## src/rtl/flappy_pkg.sv

```systemverilog
// Shared constants and types for the flappy game blocks.
package flappy_pkg;
  localparam int ROWS = 8;
  // Fibonacci taps 8,6,5,4 as a mask over q[7:0]
  localparam logic [7:0] LFSR_TAPS = 8'hB8;

  typedef enum logic [1:0] {
    IDLE = 2'd0,
    PLAY = 2'd1,
    OVER = 2'd2
  } game_state_t;
endpackage

```

## src/rtl/pipe_lfsr.sv

```systemverilog
// Free-running 8-bit Fibonacci LFSR; steps every clock.
module pipe_lfsr
  import flappy_pkg::*;
#(
  parameter logic [7:0] SEED = 8'hA5
)(
  input  logic       clk,
  input  logic       reset,
  output logic [7:0] q
);

  always_ff @(posedge clk or negedge reset) begin
    if (!reset) q <= SEED;
    else        q <= {q[6:0], ^(q & LFSR_TAPS)};
  end

endmodule

```

## src/rtl/pipe_field_collision.sv

```systemverilog
// Scrolling pipe field, collision detect, score and game state machine.
//   state | meaning
//   IDLE  | waiting for first start press, field dark
//   PLAY  | field scrolls on cycle ticks, collisions checked
//   OVER  | field and score frozen until next start press
module pipe_field_collision #(
  parameter int         ROWS     = flappy_pkg::ROWS,
  parameter int         COLS     = 16,
  parameter int         BIRD_COL = 2,
  parameter int         GAP      = 3,
  parameter int         SPACING  = 4,
  parameter logic [7:0] SEED     = 8'hA5
)(
  input  logic                 clk,
  input  logic                 reset,
  input  logic                 start,
  input  logic                 cycle,
  input  logic [ROWS-1:0]      bird_pos,
  output logic [COLS*ROWS-1:0] pipes,
  output logic [6:0]           score,
  output logic                 playing,
  output logic                 game_over
);
  import flappy_pkg::*;

  localparam int CW = (SPACING > 1) ? $clog2(SPACING) : 1;
  localparam int NGAP = ROWS - GAP + 1;
  localparam logic [ROWS-1:0] GAP_ONES = {ROWS{1'b1}} >> (ROWS - GAP);

  game_state_t          state, state_nxt;
  logic [COLS*ROWS-1:0] pipes_nxt;
  logic [6:0]           score_nxt;
  logic [CW-1:0]        spacing_cnt, spacing_cnt_nxt;
  logic                 start_q;
  logic                 start_rise;
  logic                 collision;
  logic [7:0]           lfsr;
  logic [7:0]           gap_lo;
  logic [ROWS-1:0]      bird_col_bits;
  logic [ROWS-1:0]      entry_col;

  pipe_lfsr #(.SEED(SEED)) u_lfsr (
    .clk   (clk),
    .reset (reset),
    .q     (lfsr)
  );

  assign start_rise    = start & ~start_q;
  assign bird_col_bits = pipes[BIRD_COL*ROWS +: ROWS];
  assign collision     = (state == PLAY) && |(bird_col_bits & bird_pos);
  assign gap_lo        = lfsr % 8'(NGAP);
  assign entry_col     = (spacing_cnt == '0) ? ~(GAP_ONES << gap_lo) : '0;

  always_comb begin
    state_nxt       = state;
    pipes_nxt       = pipes;
    score_nxt       = score;
    spacing_cnt_nxt = spacing_cnt;
    case (state)
      IDLE, OVER: begin
        if (start_rise) begin
          state_nxt       = PLAY;
          pipes_nxt       = '0;
          score_nxt       = '0;
          spacing_cnt_nxt = '0;
        end
      end
      PLAY: begin
        // collision freezes everything on its clock, even a scroll tick
        if (collision) begin
          state_nxt = OVER;
        end else if (cycle) begin
          pipes_nxt = {entry_col, pipes[COLS*ROWS-1:ROWS]};
          if (spacing_cnt == '0) spacing_cnt_nxt = CW'(SPACING - 1);
          else                   spacing_cnt_nxt = spacing_cnt - 1'b1;
          if (bird_col_bits != '0)
            score_nxt = (score >= 7'd99) ? 7'd99 : score + 7'd1;
        end
      end
      default: state_nxt = IDLE;
    endcase
  end

  always_ff @(posedge clk or negedge reset) begin
    if (!reset) begin
      state       <= IDLE;
      pipes       <= '0;
      score       <= '0;
      spacing_cnt <= '0;
      start_q     <= 1'b0;
    end else begin
      state       <= state_nxt;
      pipes       <= pipes_nxt;
      score       <= score_nxt;
      spacing_cnt <= spacing_cnt_nxt;
      start_q     <= start;
    end
  end

  assign playing   = (state == PLAY);
  assign game_over = (state == OVER);

endmodule

```

## config.mk

```make
export PLATFORM = sky130hd
export DESIGN_NAME = pipe_field_collision
export DESIGN_NICKNAME = d
export VERILOG_FILES = /design/src/rtl/flappy_pkg.sv /design/src/rtl/pipe_lfsr.sv /design/src/rtl/pipe_field_collision.sv
export SDC_FILE = /design/constraint.sdc
export NUM_CORES = 1
export LEC_CHECK = 0
export CORE_ASPECT_RATIO = 0.9
export CORE_UTILIZATION = 50
export CTS_CLUSTER_DIAMETER = 120
export CTS_CLUSTER_SIZE = 28
export DETAILED_ROUTE_END_ITERATION = 12
export PLACE_DENSITY = 0.8
export SYNTH_ARGS = -nofsm -noshare
export SYNTH_HDL_FRONTEND = slang
export SYNTH_SLANG_ARGS = --single-unit
export TNS_END_PERCENT = 1
```

## constraint.sdc

```tcl
create_clock -name clk -period 4.6 [get_ports clk]
set_clock_uncertainty 0.05 [all_clocks]
set_input_delay 0.46 -clock clk [delete_from_list [all_inputs] [get_ports clk]]
set_output_delay 0.46 -clock clk [all_outputs]
set_load 0.01 [all_outputs]
```

==> out/qor.txt, run 1 <==
Slew @ Worst Pin = 1016 ps
hold buffers post-CTS = 0
Data required, critical path = 4840 ps
Reg area = 0.003709 mm²
Final WS setup = 631.1 ps
number of buffers created by CTS = 17
vias in the first global route = 5034
total vias in the final route = 5544
CTS root buf = clkbuf_16
H-tree depth = 4
drt pass-1 iters = 6
Final Routed Wirelength = 15860 µm
clk slew on worst S/H paths = 60 ps
area grow syn2layout = 32.59%
CTS max path bufs = 2
post-placement cell count = 993
dpl ws = 713.2 ps
Filler Cell Count = 1004
setup violators final = 0
max-slew violations = 0
Tot GR Track Use = 23.86%
top post-synthesis cells by area = dfrtp_1, nand2_1, o21ai_0
Post-Place Cell Area = 0.008023 mm²
Cells after Synth = 726
Critical Path AT = 4210 ps
Worst setup EP type = flip-flop
Die W = 122.0 µm
Congestion Overflow GR = 0
Fin Hold WS = 148.6 ps
syn_nets = 743
Routed WL per cell = 15.49 µm
layout cell share with drive strength beyond 1 = 5.233%
Tot Pwr = 4.776 mW
row cnt = 39
worst-path fanout max = 10
Synth area leader = dfrtp_1
RSZ-0062 raised after global routing = false
Final nets = 865
Yosys cell types = 55
hpwl dp = 10360 µm
flop2flop setup slack = 630 ps
largest net degree at the start of global routing = 180
IO Count = 149
fmax = 252.0 MHz
Yosys top cell area share = 55.58%
Max-Cap Viols = 0
initial antenna violation count = 0
Setup TNS Final = 0 ps
core area = 0.01269 mm²
Main synth FF type = dfrtp_1
Netlist Area Pre-Place = 0.006484 mm²
Antenna Cells = 0
Die Y = 110.0 µm
initial core utilization = 51.10%
crit path time final = 3969 ps
worst skew pair latency = 410 ps
most frequent cell after synthesis = nand2_1
DIE AREA = 0.01343 mm²
Avg Cell Area, Syn = 8.931 µm²
Min-Delay Path Class = in -> async
ANT nets after route = 0
CTS tree = built
port bufs = 148
sequential share of the synthesized area = 57.20%
Post-synth EDFFs = 0
CTS sink cnt = 148
CTS resizes = 0
critical path class = reg -> reg
Final period util = 86.28%
Worst VDD drop = 510.9 µV
area of the multi-input gates = 0.002561 mm²
power density cells = 555.6 mW/mm²
Post-synth top cells = nand2_1, dfrtp_1, o21ai_0
number of remaining DRC errors = 0
CP Launch Type = flip-flop
#FFs+latches synth = 148
fin cells = 1024
Pleak = 3.587 nW
fin util = 67.76%
status = completed
DR vias/cell = 5.414
first-pass GRT wire length = 24650 µm
Finished Cell Area = 0.008597 mm²
Async SR Flop Fraction = 100.0%
Hold Fails Final Rpt = 0
postcts setup bufs = 0
Final Wtd Congestion = 0.8688
Iteration-0 DRC Markers = 490
worst relative slew slack = 32.29%
synthesis warning total = 0
[registers in the layout (all words and copies together) (netlist names)]
signal / flops
pipes: 128
score: 7
spacing_cnt: 2
start_q: 1
state: 2
u_lfsr.q: 8
[worst paths after layout]
kind / startpoint / depth (start not counted) / to
setup reg to reg: u_lfsr.q[5]$_DFF_PN1_ / 15 / pipes[127]$_DFFE_PN0P_
max in group asynchronous: reset / 2 / pipes[47]$_DFFE_PN0P_
hold reg to reg: u_lfsr.q[1]$_DFF_PN0_ / 0 / u_lfsr.q[2]$_DFF_PN1_
hold / removal: reset / 1 / pipes[6]$_DFFE_PN0P_
setup / recovery: u_lfsr.q[5]$_DFF_PN1_ / 15 / pipes[127]$_DFFE_PN0P_
min in group clk: u_lfsr.q[1]$_DFF_PN0_ / 0 / u_lfsr.q[2]$_DFF_PN1_
[where the power goes]
part           switching [mW]  internal (mW)
Sequential              0.278           1.60
Combinational           0.865          0.689
Clock                   0.492          0.855
[metal layers]
metal  track usage [%]  up-vias  wire, µm
met3             7.510       33      1230
met1             30.69     2614      6825
met5                 0        -         0
li1                  -     2689         -
met2             37.49      208      7490
met4             9.877        0       312
[cell families (layout without fill, tap and decap cells)]
logic type      count (synthesis)  in the layout  synth area share, %
buf+inv                        56            190                3.416
mux                             1              1               0.1544
fa+ha+maj                       5              5               0.9649
flops                         148            148                57.20
compound gates                188            188                17.00
simple gates                  325            325                20.86
xor+xnor                        3              3               0.4053
[layout by cell type, fill, tap and decap left out, types with 3 or more instances in the layout]
cell type and n:
inv_1 7, dfrtp_1 144, nor3_1 7, nand3_1 8
nor4_1 4, o21ai_0 134, ha_1 5, nor2b_1 5
and2_1 3, o211ai_1 3, nand2b_1 5, a21o_1 7
nand2_1 261, a211o_1 5, dfstp_2 4, a22oi_1 4
xnor2_1 3, a31oi_1 5, nor2_1 17, clkbuf_1 7
clkbuf_8 4, clkdlybuf4s50_1 147, a21oi_1 8, clkbuf_16 17
[worst max-delay path, cell delays in order (launching register included)]
cell      delay, ps
dfstp_2         620
inv_1            80
ha_1            210
nor2b_1         160
o211ai_1        280
nand3_1         280
o31a_1          390
nand2_1          90
ha_1            250
nand2b_1        210
nor3_1           70
a32oi_1         220
o211ai_1        170
nor3_1          360
nor2_1          130
a221o_1         280
[final cells by class]
cell class	count	share of cell area (%)
Clock buffer	28	5.894
Clock inverter	3	0.7859
Inverter	8	0.3493
Multi-Input combinational cell	522	29.79
Sequential cell	148	43.14
Tap cell	164	2.387
Timing Repair Buffer	151	17.65
Power figures use the tool's default switching activity.
==> run 2, diff against run 1 <==
--- a/config.mk
+++ b/config.mk
@@ -14,4 +14,4 @@
 export SYNTH_ARGS = -nofsm -noshare
 export SYNTH_HDL_FRONTEND = slang
 export SYNTH_SLANG_ARGS = --single-unit
-export TNS_END_PERCENT = 1
+export TNS_END_PERCENT = 5
==> results of run 2 <==
No change in the layout: final DEF, timing and power equal those of run 1.
